==> config.mk <==
export PLATFORM = sky130hd
export DESIGN_NAME = butterfly_sched_flat
export DESIGN_NICKNAME = d
export VERILOG_FILES = /design/src/rtl/butterfly_sched_if.sv /design/src/rtl/butterfly_sched.sv /design/src/flat_wrapper.sv
export SDC_FILE = /design/constraint.sdc
export NUM_CORES = 1
export LEC_CHECK = 0
export BUFFER_PORTS_ARGS = -buffer_cell sky130_fd_sc_hd__buf_2
export CAP_MARGIN = 10
export CORE_MARGIN = 10
export CORE_UTILIZATION = 40
export CTS_CLUSTER_DIAMETER = 60
export DETAILED_ROUTE_END_ITERATION = 6
export PLACE_DENSITY = 0.55
export SETUP_SLACK_MARGIN = 0.2
export SYNTH_ARGS = -nofsm -noshare
export SYNTH_HDL_FRONTEND = slang
export SYNTH_SLANG_ARGS = --single-unit
==> constraint.sdc <==
create_clock -name clock -period 4.5 [get_ports clock]
set_input_delay 0.675 -clock clock [delete_from_list [all_inputs] [get_ports clock]]
set_output_delay 0.675 -clock clock [all_outputs]
set_load 0.02 [all_outputs]
==> src/rtl/butterfly_sched_if.sv <==
// Scheduler <-> host/memory signal bundle; master is the scheduler side.
// With FFT_ABORT_EN defined the bundle also carries abort/aborted.
interface butterfly_sched_if #(
    parameter int LOG2N = 6
);
    localparam int SW = $clog2(LOG2N);

    logic             start;
    logic             busy;
    logic             done;
    logic             rd_en;
    logic [LOG2N-1:0] rd_addr0;
    logic [LOG2N-1:0] rd_addr1;
    logic [LOG2N-2:0] tw_addr;
    logic             wr_en;
    logic [LOG2N-1:0] wr_addr0;
    logic [LOG2N-1:0] wr_addr1;
    logic [SW-1:0]    stage;
`ifdef FFT_ABORT_EN
    logic             abort;
    logic             aborted;

    modport master (
        input  start, abort,
        output busy, done, rd_en, rd_addr0, rd_addr1, tw_addr,
               wr_en, wr_addr0, wr_addr1, stage, aborted
    );
    modport slave (
        output start, abort,
        input  busy, done, rd_en, rd_addr0, rd_addr1, tw_addr,
               wr_en, wr_addr0, wr_addr1, stage, aborted
    );
`else
    modport master (
        input  start,
        output busy, done, rd_en, rd_addr0, rd_addr1, tw_addr,
               wr_en, wr_addr0, wr_addr1, stage
    );
    modport slave (
        output start,
        input  busy, done, rd_en, rd_addr0, rd_addr1, tw_addr,
               wr_en, wr_addr0, wr_addr1, stage
    );
`endif
endinterface

==> src/rtl/butterfly_sched.sv <==
// In-place radix-2 FFT butterfly address scheduler; one butterfly per cycle, writes trail reads by
// L=RD_LAT+BF_LAT cycles, stages separated by an L-cycle drain. Optional abort under FFT_ABORT_EN.
module butterfly_sched #(
    parameter int LOG2N  = 6,
    parameter int RD_LAT = 1,
    parameter int BF_LAT = 1
) (
    input  logic              clock,
    input  logic              reset_n,
    butterfly_sched_if.master bus
);
    localparam int N    = 1 << LOG2N;
    localparam int HALF = N / 2;
    localparam int L    = RD_LAT + BF_LAT;
    localparam int KW   = LOG2N - 1;
    localparam int SW   = $clog2(LOG2N);
    localparam int CW   = (L > 1) ? $clog2(L) : 1;

    typedef enum logic [1:0] {IDLE, RUN, DRAIN, FIN} state_t;

    state_t           state_q, state_d;
    logic [KW-1:0]    k_q, k_d;
    logic [SW-1:0]    stage_q, stage_d;
    logic [CW-1:0]    cnt_q, cnt_d;

    logic             rd_en_q, busy_q, done_q;
    logic [LOG2N-1:0] rd_addr0_q, rd_addr1_q;
    logic [LOG2N-2:0] tw_addr_q;

    logic             pen_q [L];
    logic [LOG2N-1:0] pa0_q [L];
    logic [LOG2N-1:0] pa1_q [L];

    logic             issue;
    logic             drain_abort;

    logic [LOG2N-1:0] span, pos, grp, a0_d, a1_d;
    logic [LOG2N-2:0] tw_d;

`ifdef FFT_ABORT_EN
    logic pend_q, pend_d;
    logic aborted_q, aborted_d;

    // Abort suppresses the read in the very cycle it is raised.
    assign issue       = rd_en_q & ~bus.abort;
    assign drain_abort = pend_q | bus.abort;
    assign bus.aborted = aborted_q;
`else
    assign issue       = rd_en_q;
    assign drain_abort = 1'b0;
`endif

    always_comb begin
        state_d = state_q;
        k_d     = k_q;
        stage_d = stage_q;
        cnt_d   = cnt_q;
`ifdef FFT_ABORT_EN
        pend_d    = pend_q;
        aborted_d = 1'b0;
`endif
        case (state_q)
            IDLE: begin
                if (bus.start) begin
                    state_d = RUN;
                    k_d     = '0;
                    stage_d = '0;
`ifdef FFT_ABORT_EN
                    pend_d  = 1'b0;
`endif
                end
            end
            RUN: begin
`ifdef FFT_ABORT_EN
                // The aborted cycle already counts as one drain cycle.
                if (bus.abort) begin
                    if (L == 1) begin
                        state_d   = IDLE;
                        aborted_d = 1'b1;
                    end else begin
                        state_d = DRAIN;
                        cnt_d   = CW'((L > 1) ? L - 2 : 0);
                        pend_d  = 1'b1;
                    end
                end else
`endif
                if (k_q == KW'(HALF - 1)) begin
                    state_d = DRAIN;
                    cnt_d   = CW'(L - 1);
                end else begin
                    k_d = k_q + KW'(1);
                end
            end
            DRAIN: begin
`ifdef FFT_ABORT_EN
                pend_d = drain_abort;
`endif
                if (cnt_q == '0) begin
                    if (drain_abort) begin
                        state_d = IDLE;
`ifdef FFT_ABORT_EN
                        aborted_d = 1'b1;
`endif
                    end else if (stage_q == SW'(LOG2N - 1)) begin
                        state_d = FIN;
                    end else begin
                        state_d = RUN;
                        stage_d = stage_q + SW'(1);
                        k_d     = '0;
                    end
                end else begin
                    cnt_d = cnt_q - CW'(1);
                end
            end
            FIN:     state_d = IDLE;
            default: state_d = IDLE;
        endcase
    end

    // Butterfly k of stage s pairs elements grp*2*span+pos and that plus span.
    always_comb begin
        span = LOG2N'(1) << stage_d;
        pos  = {1'b0, k_d} & (span - LOG2N'(1));
        grp  = {1'b0, k_d} >> stage_d;
        a0_d = (grp << (int'(stage_d) + 1)) | pos;
        a1_d = a0_d | span;
        tw_d = pos[LOG2N-2:0] << (LOG2N - 1 - int'(stage_d));
    end

    always_ff @(posedge clock) begin
        if (!reset_n) begin
            state_q    <= IDLE;
            k_q        <= '0;
            stage_q    <= '0;
            cnt_q      <= '0;
            rd_en_q    <= 1'b0;
            busy_q     <= 1'b0;
            done_q     <= 1'b0;
            rd_addr0_q <= '0;
            rd_addr1_q <= '0;
            tw_addr_q  <= '0;
            for (int i = 0; i < L; i++) begin
                pen_q[i] <= 1'b0;
                pa0_q[i] <= '0;
                pa1_q[i] <= '0;
            end
`ifdef FFT_ABORT_EN
            pend_q    <= 1'b0;
            aborted_q <= 1'b0;
`endif
        end else begin
            state_q    <= state_d;
            k_q        <= k_d;
            stage_q    <= stage_d;
            cnt_q      <= cnt_d;
            rd_en_q    <= (state_d == RUN);
            busy_q     <= (state_d == RUN) || (state_d == DRAIN);
            done_q     <= (state_d == FIN);
            rd_addr0_q <= (state_d == RUN) ? a0_d : '0;
            rd_addr1_q <= (state_d == RUN) ? a1_d : '0;
            tw_addr_q  <= (state_d == RUN) ? tw_d : '0;
            pen_q[0]   <= issue;
            pa0_q[0]   <= rd_addr0_q;
            pa1_q[0]   <= rd_addr1_q;
            for (int i = L - 1; i > 0; i--) begin
                pen_q[i] <= pen_q[i-1];
                pa0_q[i] <= pa0_q[i-1];
                pa1_q[i] <= pa1_q[i-1];
            end
`ifdef FFT_ABORT_EN
            pend_q    <= pend_d;
            aborted_q <= aborted_d;
`endif
        end
    end

    assign bus.busy     = busy_q;
    assign bus.done     = done_q;
    assign bus.rd_en    = issue;
    assign bus.rd_addr0 = rd_addr0_q;
    assign bus.rd_addr1 = rd_addr1_q;
    assign bus.tw_addr  = tw_addr_q;
    assign bus.wr_en    = pen_q[L-1];
    assign bus.wr_addr0 = pa0_q[L-1];
    assign bus.wr_addr1 = pa1_q[L-1];
    assign bus.stage    = stage_q;
endmodule

==> src/flat_wrapper.sv <==
// flat-port wrapper written by rule: the top's interface ports become plain ports
module butterfly_sched_flat 
#(
    parameter int LOG2N  = 6,
    parameter int RD_LAT = 1,
    parameter int BF_LAT = 1
)
  (clock, reset_n, bus_start, bus_busy, bus_done, bus_rd_en, bus_rd_addr0, bus_rd_addr1, bus_tw_addr, bus_wr_en, bus_wr_addr0, bus_wr_addr1, bus_stage);
  butterfly_sched_if #(.LOG2N(LOG2N)) bus_i ();
  input  logic clock;
  input  logic reset_n;
  input wire logic [$bits(bus_i.start)-1:0] bus_start;
  output wire logic [$bits(bus_i.busy)-1:0] bus_busy;
  output wire logic [$bits(bus_i.done)-1:0] bus_done;
  output wire logic [$bits(bus_i.rd_en)-1:0] bus_rd_en;
  output wire logic [$bits(bus_i.rd_addr0)-1:0] bus_rd_addr0;
  output wire logic [$bits(bus_i.rd_addr1)-1:0] bus_rd_addr1;
  output wire logic [$bits(bus_i.tw_addr)-1:0] bus_tw_addr;
  output wire logic [$bits(bus_i.wr_en)-1:0] bus_wr_en;
  output wire logic [$bits(bus_i.wr_addr0)-1:0] bus_wr_addr0;
  output wire logic [$bits(bus_i.wr_addr1)-1:0] bus_wr_addr1;
  output wire logic [$bits(bus_i.stage)-1:0] bus_stage;
  assign bus_i.start = bus_start;
  assign bus_busy = bus_i.busy;
  assign bus_done = bus_i.done;
  assign bus_rd_en = bus_i.rd_en;
  assign bus_rd_addr0 = bus_i.rd_addr0;
  assign bus_rd_addr1 = bus_i.rd_addr1;
  assign bus_tw_addr = bus_i.tw_addr;
  assign bus_wr_en = bus_i.wr_en;
  assign bus_wr_addr0 = bus_i.wr_addr0;
  assign bus_wr_addr1 = bus_i.wr_addr1;
  assign bus_stage = bus_i.stage;
  butterfly_sched #(.LOG2N(LOG2N), .RD_LAT(RD_LAT), .BF_LAT(BF_LAT)) u_core (.clock(clock), .reset_n(reset_n), .bus(bus_i));
endmodule
-- Yosys cells after proc, flatten, opt, wreduce, memory -nomap -nowiden
Memories as Yosys holds them, arrays and structs flattened.
Cells that the tools add are included.
- eq/ne operators: 9
- bitwise gates (word level): 9
- shifts and indexed selects: 4
- multiplexer cells: 25
- add/subtract/negate cells: 6
- reductions and logical operators: 5
- operators with widths (cell ; number):
    << shifter 5 x 32 -> 5 bit ; 1
    << shifter 6 x 32 -> 6 bit ; 1
    two-way mux 6 bit ; 4
    two-way mux 5 bit ; 4
    case mux 5 bit (3 select lines) ; 1
    bitwise OR 6 bit ; 2
    two-way mux 3 bit ; 3
    == test 2 bit (second input constant) ; 4
    two-way mux 2 bit ; 4
    case mux 2 bit (4 select lines) ; 1
    bitwise AND 5 x 6 -> 6 bit ; 1
    two-way mux 1 bit ; 6
    bitwise OR 1 bit ; 6
    case mux 3 bit (2 select lines) ; 1
    << shifter 1 x 3 -> 6 bit (first input constant) ; 1
    >> shifter 5 x 3 -> 6 bit ; 1
    subtractor 6 x 1 -> 6 bit (second input constant) ; 1
    adder 5 x 1 -> 5 bit (second input constant) ; 1
    == test 5 bit (second input constant) ; 1
    adder 3 x 1 -> 4 bit (second input constant) ; 1
    == test 2 x 1 -> 1 bit (second input constant) ; 2
    AND reduction 2 bit ; 2
    subtractor 3 x 3 -> 4 bit (first input constant) ; 1
    adder 3 x 1 -> 3 bit (second input constant) ; 1
    other kinds (7) ; 7
- bits in writable memories: 26
- output and inout port bits: 36
- input bits: 3
- word-level logic and storage cells: 71
- memories: 3
- register bits: 31
- memories (name ; words ; width ; rd ports ; clocked after Yosys merged registers in ; wr ports ; line ; source):
    u_core.pa0_q ; 2 ; 6 ; 2 ; 0 ; 2 ; butterfly_sched.sv:31 ; logic [LOG2N-1:0] pa0_q [L];
    u_core.pa1_q ; 2 ; 6 ; 2 ; 0 ; 2 ; butterfly_sched.sv:32 ; logic [LOG2N-1:0] pa1_q [L];
    u_core.pen_q ; 2 ; 1 ; 2 ; 0 ; 2 ; butterfly_sched.sv:30 ; logic pen_q [L];

-- Logic depth before layout (Yosys ltp)
Gate-level depths: netlist (run 1).
- depth after elaboration: 9
- gate-level depth with buffers: 14
- depth with buffers taken out: 12

-- Worst setup path before layout (run 1)
No wires, ideal clock.
- path type: register to register
- start: reg u_core.stage_q[1], in the netlist u_core.bus.stage[1]
- end: reg u_core.rd_addr1_q[4], in the netlist u_core.bus.rd_addr1[4]
- period minus slack after synthesis: 3.062 ns
- buffers on the path: 3
- data required time: 4.431 ns
- setup slack: 1.438 ns
- arrival: 2.993 ns
- library setup time: 0.069 ns
- stages on the path, launching flop included: 14
- cell sequence: dfxtp_1 inv_1 ha_1 and2_1 buf_2 or3_1 a2bb2oi_2 buf_2 ha_1 clkbuf_1 inv_1 a2111oi_0 o31ai_1 o21ai_1
- longest elaborated chain between the ends: 9
- elaborated cells between the ends (all ways): 22
- classes of those cells: add/sub (3); eq/ne (2); shift (3); mux (10); bitwise (3); reduce/logical (1)
- RTL lines (what ; line ; source):
    start: declaration ; butterfly_sched.sv:23 ; logic [SW-1:0] stage_q, stage_d;
    start signal: assignment ; butterfly_sched.sv:154 ; stage_q <= stage_d;
    adder 3 x 1 -> 3 bit / == test 3 bit (equally long branches) ; butterfly_sched.sv:108, butterfly_sched.sv:104 ;
    two-way mux 3 bit ; butterfly_sched.sv:104 ; end else if (stage_q == SW'(LOG2N - 1)) begin
    two-way mux 3 bit ; butterfly_sched.sv:98 ; if (cnt_q == '0) begin
    case mux 3 bit (2 select lines) ; butterfly_sched.sv:62 ; case (state_q)
    << shifter 1 x 3 -> 6 bit ; butterfly_sched.sv:122 ; span = LOG2N'(1) << stage_d;
    subtractor 6 x 1 -> 6 bit ; butterfly_sched.sv:123 ; pos = {1'b0, k_d} & (span - LOG2N'(1));
    bitwise AND 5 x 6 -> 6 bit ; butterfly_sched.sv:123 ;
    bitwise OR 6 bit ; butterfly_sched.sv:125 ; a0_d = (grp << (int'(stage_d) + 1)) | pos;
    bitwise OR 6 bit ; butterfly_sched.sv:126 ; a1_d = a0_d | span;
    end signal: assignment ; butterfly_sched.sv:160 ; rd_addr1_q <= (state_d == RUN) ? a1_d : '0;
    end: declaration ; butterfly_sched.sv:27 ; logic [LOG2N-1:0] rd_addr0_q, rd_addr1_q;
Several ways; a longest one is shown, not always the timed one.
A chain may end at the register's enable or synchronous reset.

-- Worst setup path after layout (run 1)
- start: reg u_core.stage_q[1], in the netlist u_core.bus.stage[1]
- end: reg u_core.tw_addr_q[4], in the netlist u_core.bus.tw_addr[4]
- longest elaborated chain between the ends: 8
- elaborated cells between the ends (all ways): 19
- classes of those cells: add/sub (3); eq/ne (2); shift (2); mux (10); bitwise (1); reduce/logical (1)
- RTL lines (what ; line ; source):
    == test 3 bit (*) ; butterfly_sched.sv:104 ;
    two-way mux 3 bit (*) ; butterfly_sched.sv:104 ;
    two-way mux 3 bit (*) ; butterfly_sched.sv:98 ;
    case mux 3 bit (2 select lines) (*) ; butterfly_sched.sv:62 ;
    named net u_core.stage_d[0] ; butterfly_sched.sv:23 ;
    << shifter 1 x 3 -> 6 bit ; butterfly_sched.sv:122 ;
    subtractor 6 x 1 -> 6 bit ; butterfly_sched.sv:123 ;
    bitwise AND 5 x 6 -> 6 bit ; butterfly_sched.sv:123 ;
    << shifter 5 x 32 -> 5 bit (*) ; butterfly_sched.sv:127 ; tw_d = pos[LOG2N-2:0] << (LOG2N - 1 - int'(stage_d));
    end signal: assignment ; butterfly_sched.sv:161 ; tw_addr_q <= (state_d == RUN) ? tw_d : '0;
    end: declaration ; butterfly_sched.sv:28 ; logic [LOG2N-2:0] tw_addr_q;
Mark *: on every way through the listed nets, which the timed path passes. The rest lies on a longest branch.

==> results of run 1 <==
state kept, by name, indices dropped and copies added, names as in the netlist:
| name | count |
|---|---|
| u_core.bus.busy | 1 |
| u_core.bus.done | 1 |
| u_core.bus.rd_addr0 | 6 |
| u_core.bus.rd_addr1 | 6 |
| u_core.bus.rd_en | 1 |
| u_core.bus.stage | 3 |
| u_core.bus.tw_addr | 5 |
| u_core.cnt_q | 1 |
| u_core.k_q | 5 |
| u_core.pa0_q | 12 |
| u_core.pa1_q | 12 |
| u_core.pen_q | 2 |
| u_core.state_q | 2 |
worst max-delay path: cells and delay by family, from the launching register on:
kind	cells	cell delay (ns)
simple gates	1	0.23
compound gates	6	1.53
flops	1	0.43
fa+ha+maj	2	0.51
mux	1	0.16
buf+inv	2	0.32
logic make-up after synthesis:
kind of cell / share of synthesized area
compound gates: 0.190
fa+ha+maj: 0.0588
buf+inv: 0.0805
flops: 0.412
mux: 0.0276
simple gates: 0.230
per-stage QoR:
step / setup WS (ns) / hold WS, ns / total power [mW] / cells
detailed placement: 1.29 / 0.417 / 0.577 / 388
CTS: 1.24 / 0.432 / 1.07 / 404
global placement: 1.27 / 0.413 / 0.577 / 388
global route: 0.962 / 0.446 / 1.10 / 404
floorplan: 1.44 / 0.412 / 0.564 / 296
finish: 1.21 / 0.432 / 1.05 / 404
final timing paths:
kind | slack [ns] | cells past startpoint | start | end
max | 1.21 | 12 | u_core.bus.stage[1] | u_core.bus.tw_addr[4]
min | 0.43 | 1 | u_core.pa0_q[0][3] | u_core.pa0_q[0][9]
max reg2reg | 1.21 | 12 | u_core.bus.stage[1] | u_core.bus.tw_addr[4]
min reg2reg | 0.43 | 1 | u_core.pa0_q[0][3] | u_core.pa0_q[0][9]
routing by layer:
layer,vias to the layer above,wire length [um]
met1,1010,2920
met2,89,2720
met3,14,540
met4,0,146
met5,-,0
li1,1073,-
final cells by class:
type	count	area, um^2
multi-input combinational	197	1400
inverter	15	56.3
sequential	57	1140
clock inverter	6	66.3
timing repair buffer	39	198
fill	658	3650
tap	80	100
clock buffer	10	138
power by group through the flow:
stage | Sequential [mW] | Clock, mW | Combinational (mW)
after floorplan | 0.531 | 0 | 0.0326
after global placement | 0.530 | 0 | 0.0468
after detailed placement | 0.530 | 0 | 0.0472
after CTS | 0.518 | 0.506 | 0.0478
after global routing | 0.520 | 0.529 | 0.0529
final | 0.519 | 0.488 | 0.0473
cells in the final DEF, fill, tap and decap left out, types with 4 or more instances in the layout:
cell type and count:
nand2b_1 4, o21ai_0 4, dfxtp_1 57, nand3_1 6, mux2i_1 5, ha_1 13
a21oi_1 18, o21ai_1 5, o211ai_1 5, and2_1 38, clkbuf_8 10, nand2_1 21
nor4_1 4, buf_2 38, inv_1 12, nor2_1 18
==> results, run 1 <==
- In the final routed layout, each cell accounts on average for 15.6 um.
- The maximum fanout along the worst path is 18.
- The classification of the worst setup path is register to register.
- The leading area contributor after synthesis is dfxtp_1.
- The share of total power dissipated in the clock network is 0.463.
- The combinational share of power is 0.045.
- The core region is 0.00676 mm^2.
- The cell that appears most often on the critical path is ha_1.
- The tree built by TritonCTS fans out to 57 sinks.
- For this block, the via count after detailed routing is 2186.
- The pin count of the biggest net entering global routing is 41.
- Setup repair after global routing left no endpoint under its margin.
- The area of the die is 0.0106 mm^2.
- The tree is rooted in a clkbuf_8.
- The wire length reported by the detailed router is 6320 um.
- The highest cell delay on the worst timing path is 0.43 ns.
- The busiest layer in global routing is met2.
- Of the total power, the share spent switching nets is 0.242.
- The number of placement rows is 30.
- The measured slew at the worst slew-check pin is 0.661 ns.
- Yosys printed 0 warnings.
- The final instance area is 0.00310 mm^2.
- The flow ran to the end, and the final reports show no timing, DRC or antenna violations.
- The portion of the clock cycle consumed by the worst path in the final layout is 0.731.
- For the final routed database, the setup TNS stands at 0 ns.
- Synthesis handed over a netlist of 296 instances.
- Once the clock tree was built, the resizer swapped 0 gates to a different size.
- During I/O placement, the number of pins put on the boundary was 39.
- For this run, global-route usage on met2 was measured as 0.181.
- Clock skew on the completed layout was measured at 0.00821 ns.
- The mean post-synth cell area is 9.35 um^2.
- Relative to the synthesized area, the layout overhead comes to 12.1%.
- The cell with the largest stage delay on the worst path is dfxtp_1.
- The required time at the endpoint of the critical path is 4.73 ns.
- In this run the remaining antenna-violating nets after routing total 0.
- Of the total power, registers draw 0.492.
- The commonest cells after synthesis are dfxtp_1, and2_1, nand2_1, a21oi_1, nor2_1.
- Sorting the synthesized cells by area gives the leading types as dfxtp_1, and2_1, ha_1.
- The top achievable clock speed is 304 MHz.
- Using the TritonRoute via totals, the vias-per-cell ratio works out to 5.41.
- Of all flip-flops after synthesis, the portion carrying an async set or reset was 0.
- The number of global-route vias before repair is 2136.
- The minimum clock period after layout is 3.29 ns.
- The path class of the lowest-slack min-delay path is register to register.
- The antenna diode count is 0.
- After detailed routing, the number of remaining DRC violations is 0.
- For this design the static power due to leakage is 1.34 nW.
- The iteration-0 DRC count of the detailed router is 193.
- The number of maximum-capacitance violations is 0.
- Setup violations remaining at the end of the flow were counted as 0.
- Once layout is complete, the utilization of the core stands at 0.459.
- The arrival time of data at the critical path endpoint is 3.52 ns.
- The initial antenna violation count came to 0.
- The clock-pin slew on the worst setup and hold paths is 0.07 ns.
- The placed instances occupy a cell area of 0.00290 mm^2.
- The buffer count from post-CTS setup fixing is 0.
- The maximum level of the CTS H-tree is 3.
- The TritonCTS clock tree is yes.
- In this run the horizontal extent of the chip is 103 um.
- For this run, the detailed router's first-pass iteration total came to 4.
- The final count of pins violating max slew is 0.
- The met3 track demand over resource is 0.0456.
- The number of nets in the layout is 335.
- In this run the deepest clock path goes through 2 buffers.
- The worst-case IR drop observed on VDD is 142 uV.
- The signal on the critical path passes through inv_1 > ha_1 > and2_1 > o31a_1 > a31oi_4 > inv_2 > ha_1 > o211ai_1 > o2111a_2 > mux2_4 > o21ai_2 > a2111oi_2.
- The number of different library cells in the post-synthesis netlist is 59.
- STA classifies the critical path endpoint as a register.
- In the global route stage, overall resource usage came out at 0.127.
- Of the post-synthesis cell area, the dominant cell type holds 0.412.
- The effective utilization at floorplan is 0.409.
- For this run the aggregate overflow at the end of global routing stands at 0.
- dfxtp_1 is the most common cell in the netlist.
- STA classifies the critical path startpoint as a register.
- The final number of hold-violating endpoints is 0.
- Buffers inserted to repair hold after CTS numbered 0.
- The worst slew margin relative to its limit is 0.560.
- The synthesis-stage register bit count is 57.
- The met1 capacity usage during global routing is 0.163.
- The estimated wirelength of the detail-placed design is 4480 um.
- The number of port buffers is 38.
- Buffers inserted during clock tree synthesis total 9.
- The synthesized net count is 312.
- In the final layout, the share of cells above drive strength 1 is 0.247.
- The net switching power figure is 255 uW.
- The cell area that synthesis handed to floorplanning was 0.00277 mm^2.
- The primary flip-flop cell chosen by synthesis mapping is dfxtp_1.
- Power spread over the standard cell area amounts to 340 mW/mm^2.
- The die span in y is 103 um.
- The weighted congestion at the end of routability-driven global placement is 0.931.
- The clock latency at the later pin of the worst-skew pair is 0.34 ns.
- The cell internal power dissipation is 799 uW.
- The global-route wire length before repair is 10500 um.
- The number of synthesized flops with an enable pin is 0.
- The sequential cell area fraction in the yosys report is 0.412.
No activity file was read; power rests on OpenSTA's default activity.
==> inputs of run 2 (changes only) <==
PLACE_DENSITY = 0.57   (was 0.55)
clock period = 2.9 ns   (was 4.5 ns; I/O delays follow)
==> results, run 2 (same netlist as run 1, synthesis figures left out) <==
- The highest cell delay on the worst timing path came to 0.38 ns (was 0.43 ns).
- The detailed-router iteration count before antenna repair is 4 (unchanged).
- The weighted congestion at the end of routability-driven global placement is 0.946 (was 0.931).
- The number of sinks driven by the clock tree is 57 (unchanged).
- The iteration-0 DRC count of the detailed router is 198 (was 193).
- The arrival time of data at the critical path endpoint is 2.86 ns (was 3.52 ns).
- The final count of pins violating max slew is 0 (unchanged).
- The cell internal power dissipation is 1.31 mW (was 799 uW).
- The power per standard cell area is 482 mW/mm^2 (was 340 mW/mm^2).
- The measured slew at the worst slew-check pin was 0.519 ns (was 0.661 ns).
- The pin count of the biggest net entering global routing is 40 (was 41).
- The number of nets in the layout was 368 (was 335).
- The classification of the worst setup path is register to register (unchanged).
- The number of hold-repair buffers added at the cts stage was 0 (unchanged).
- The startpoint class of the critical path is a register (unchanged).
- The cell with the largest stage delay on the worst path is dfxtp_4 (was dfxtp_1).
- The detailed-route vias per instance was 5.14 (was 5.41).
- The source of the worst hold timing path is u_core.pa1_q[0][5] (was u_core.pa0_q[0][3]).
- The count of boundary I/O pins is 39 (unchanged).
- Worst path cell trace: inv_4 > ha_4 > and2_4 > o31a_1 > a31oi_4 > buf_4 > ha_2 > buf_6 > nand2_2 > and4b_1 > o31ai_2 > o21ai_1 (was inv_1 > ha_1 > and2_1 > o31a_1 > a31oi_4 > inv_2 > ha_1 > o211ai_1 > o2111a_2 > mux2_4 > o21ai_2 > a2111oi_2).
- The minimum clock period after layout is 2.64 ns (was 3.29 ns).
- The cell total after placement is 406 (was 388).
- The routed length per placed instance is 15.6 um (about the same).
- The number of buffers on the longest clock path is 2 (unchanged).
- Highest-count cells in the layout ignoring fill and taps: dfxtp_1, buf_2, and2_1 (was dfxtp_1, and2_1, buf_2).
- The combinational share of power came to 0.050 (was 0.045).
- The maximum fanout along the worst path is 6 (was 18).
- The most common cell after layout, fill and taps aside is dfxtp_1 (unchanged).
- The global-route wire length before repair is 11000 um (was 10500 um).
- The clock latency at the later pin of the worst-skew pair is 0.33 ns (was 0.34 ns).
- The destination of the worst hold path was u_core.pa1_q[0][11] (was u_core.pa0_q[0][9]).
- The number of global-route vias before repair is 2213 (was 2136).
- The setup TNS is 0 ns (unchanged).
- The CTS buffer count is 9 (unchanged).
- The wire length reported by the detailed router came to 6820 um (was 6320 um).
- The clock-pin slew on the worst setup and hold paths came to 0.07 ns (about the same).
- The top achievable clock speed is 379 MHz (was 304 MHz).
- The number of port buffers is 38 (unchanged).
- The part of the total power dissipated in the clock network was 0.480 (was 0.463).
- Status: complete, no violations (unchanged).
- The portion of the clock cycle consumed by the worst path in the final layout came to 0.911 (was 0.731).
- The number of cells traversed by the worst register-to-register path came to 12 (unchanged).
- The final setup violation count is 0 (unchanged).
- The core outline area is 0.00676 mm^2 (unchanged).
- The effective utilization at floorplan is 0.409 (unchanged).
- The sequential share of power is 0.469 (was 0.492).
- The net switching power figure was 396 uW (was 255 uW).
- The die span in y is 103 um (unchanged).
- The area of the die came to 0.0106 mm^2 (unchanged).
- Largest regs: u_core.pa0_q (12), u_core.pa1_q (12) (unchanged).
- The origin of the critical flop-to-flop path was u_core.bus.stage[1] (unchanged).
- The total leakage power is 1.53 nW (was 1.34 nW).
- The critical path endpoint category was a register (unchanged).
- The end of the worst register-to-register path is u_core.bus.rd_addr1[4] (was u_core.bus.tw_addr[4]).
- The path class of the lowest-slack min-delay path was register to register (unchanged).
- The number of maximum-capacitance violations came to 0 (unchanged).
- The post-layout instance count excluding filler cells came to 437 (was 404).
- The area of placed instances is 0.00307 mm^2 (was 0.00290 mm^2).
- The worst slew margin relative to its limit is 0.652 (was 0.560).
- The minimum setup slack among reg-to-reg paths came to 0.26 ns (was 1.21 ns).
- The initial antenna violation count is 0 (unchanged).
- The number of placement rows was 30 (unchanged).
- The total global routing track utilization is 0.132 (was 0.127).
- The global route total overflow was 0 (unchanged).
- Setup repair after global routing missed its margin: true (was false).
- The estimated wirelength of the detail-placed design is 4940 um (was 4480 um).
- The signed area change from the synthesized netlist to the final layout came to 27.7% (was 12.1%).
- The fraction of power spent switching nets came to 0.233 (was 0.242).
- The TritonCTS clock tree is yes (unchanged).
- The maximum level of the CTS H-tree was 3 (unchanged).
- The worst supply voltage drop on vdd came to 294 uV (was 142 uV).
- The final number of hold-violating endpoints is 0 (unchanged).
- The remaining antenna violation count after routing is 0 (unchanged).
- The share of layout cells above drive strength 1 is 0.381 (was 0.247).
- The required time at the endpoint of the critical path is 3.12 ns (was 4.73 ns).
- The cell at the root of the clock tree is clkbuf_8 (unchanged).
- The width of the die is 103 um (unchanged).
- The final instance area came to 0.00353 mm^2 (was 0.00310 mm^2).
- The final setup skew is 0.00586 ns (was 0.00821 ns).
- The overall via count from detail_route came to 2244 (was 2186).
- The antenna diode count was 0 (unchanged).
- The cell count of the worst hold path is 1 (unchanged).
- The remaining routing DRC violations is 0 (unchanged).
## run 2: cell count changes in the layout (fill, tap and decap cells not counted), sizes merged
cell	before	now
bufinv	1	2
clkinvlp	3	2
inv	16	14
clkinv	1	4
buf	39	72
clkbuf	10	9
## run 2: how the worst max path moves through the flow
stage                                    from                     end  cells after the start
final                     u_core.bus.stage[1]  u_core.bus.rd_addr1[4]                     12
after global routing      u_core.bus.stage[1]   u_core.bus.tw_addr[4]                     13
after CTS                 u_core.bus.stage[1]   u_core.bus.tw_addr[4]                     13
after detailed placement  u_core.bus.stage[1]   u_core.bus.tw_addr[4]                     11
after global placement    u_core.bus.stage[1]   u_core.bus.tw_addr[4]                     11
after floorplan           u_core.bus.stage[1]   u_core.bus.tw_addr[4]                     14
## run 2: worst max-delay path: cells and delay by family, from the launching register on
kind                     cells  cell delay (ns)
AND/OR/NAND/NOR              3             0.44
AO/OA/AOI/OAI                4             0.88
flip-flops                   1             0.38
buffers and inverters        3             0.35
adder cells (fa/ha/maj)      2             0.45
## run 2: cell type report
| cell class | count | area, um^2 |
|---|---|---|
| Timing Repair Buffer | 72 | 460 |
| Inverter | 15 | 76.3 |
| Multi-Input combinational cell | 197 | 1530 |
| Sequential cell | 57 | 1150 |
| Clock buffer | 9 | 124 |
| Clock inverter | 7 | 93.8 |
| Fill cell | 613 | 3220 |
| Tap cell | 80 | 100 |
## run 2: timing repair
action	in CTS	in global routing
setup buffers	1	14
gates resized for setup	3	28
setup endpoints to repair	3	11
pin swaps	0	8
## run 2: stage by stage
step           worst slack (ns)   util  power (mW)  hold WS, ns
5_1_grt                   0.139  0.523        1.78        0.446
6_report                  0.259  0.523        1.70        0.432
3_5_place_dp              0.107  0.454       0.903        0.419
4_1_cts                   0.196  0.489        1.72        0.431
2_1_floorplan             0.197      -       0.874        0.412
3_3_place_gp             0.0837  0.454       0.904        0.414
## run 2: layer usage
layer	part of all wire	vias up	wire, um	global-route usage
met2	0.44	56	2990	0.200
met5	0	-	0	0
li1	-	1142	-	-
met1	0.48	1030	3270	0.167
met4	0.024	0	161	0.0663
met3	0.059	16	400	0.0369
## run 2: power groups by stage
stage          Sequential [mW]  Combinational [mW]  Clock [mW]
2_1_floorplan            0.824              0.0505           0
3_3_place_gp             0.818              0.0855           0
3_5_place_dp             0.818              0.0849           0
4_1_cts                  0.800              0.0854       0.838
5_1_grt                  0.800              0.0964       0.878
6_report                 0.799              0.0859       0.818
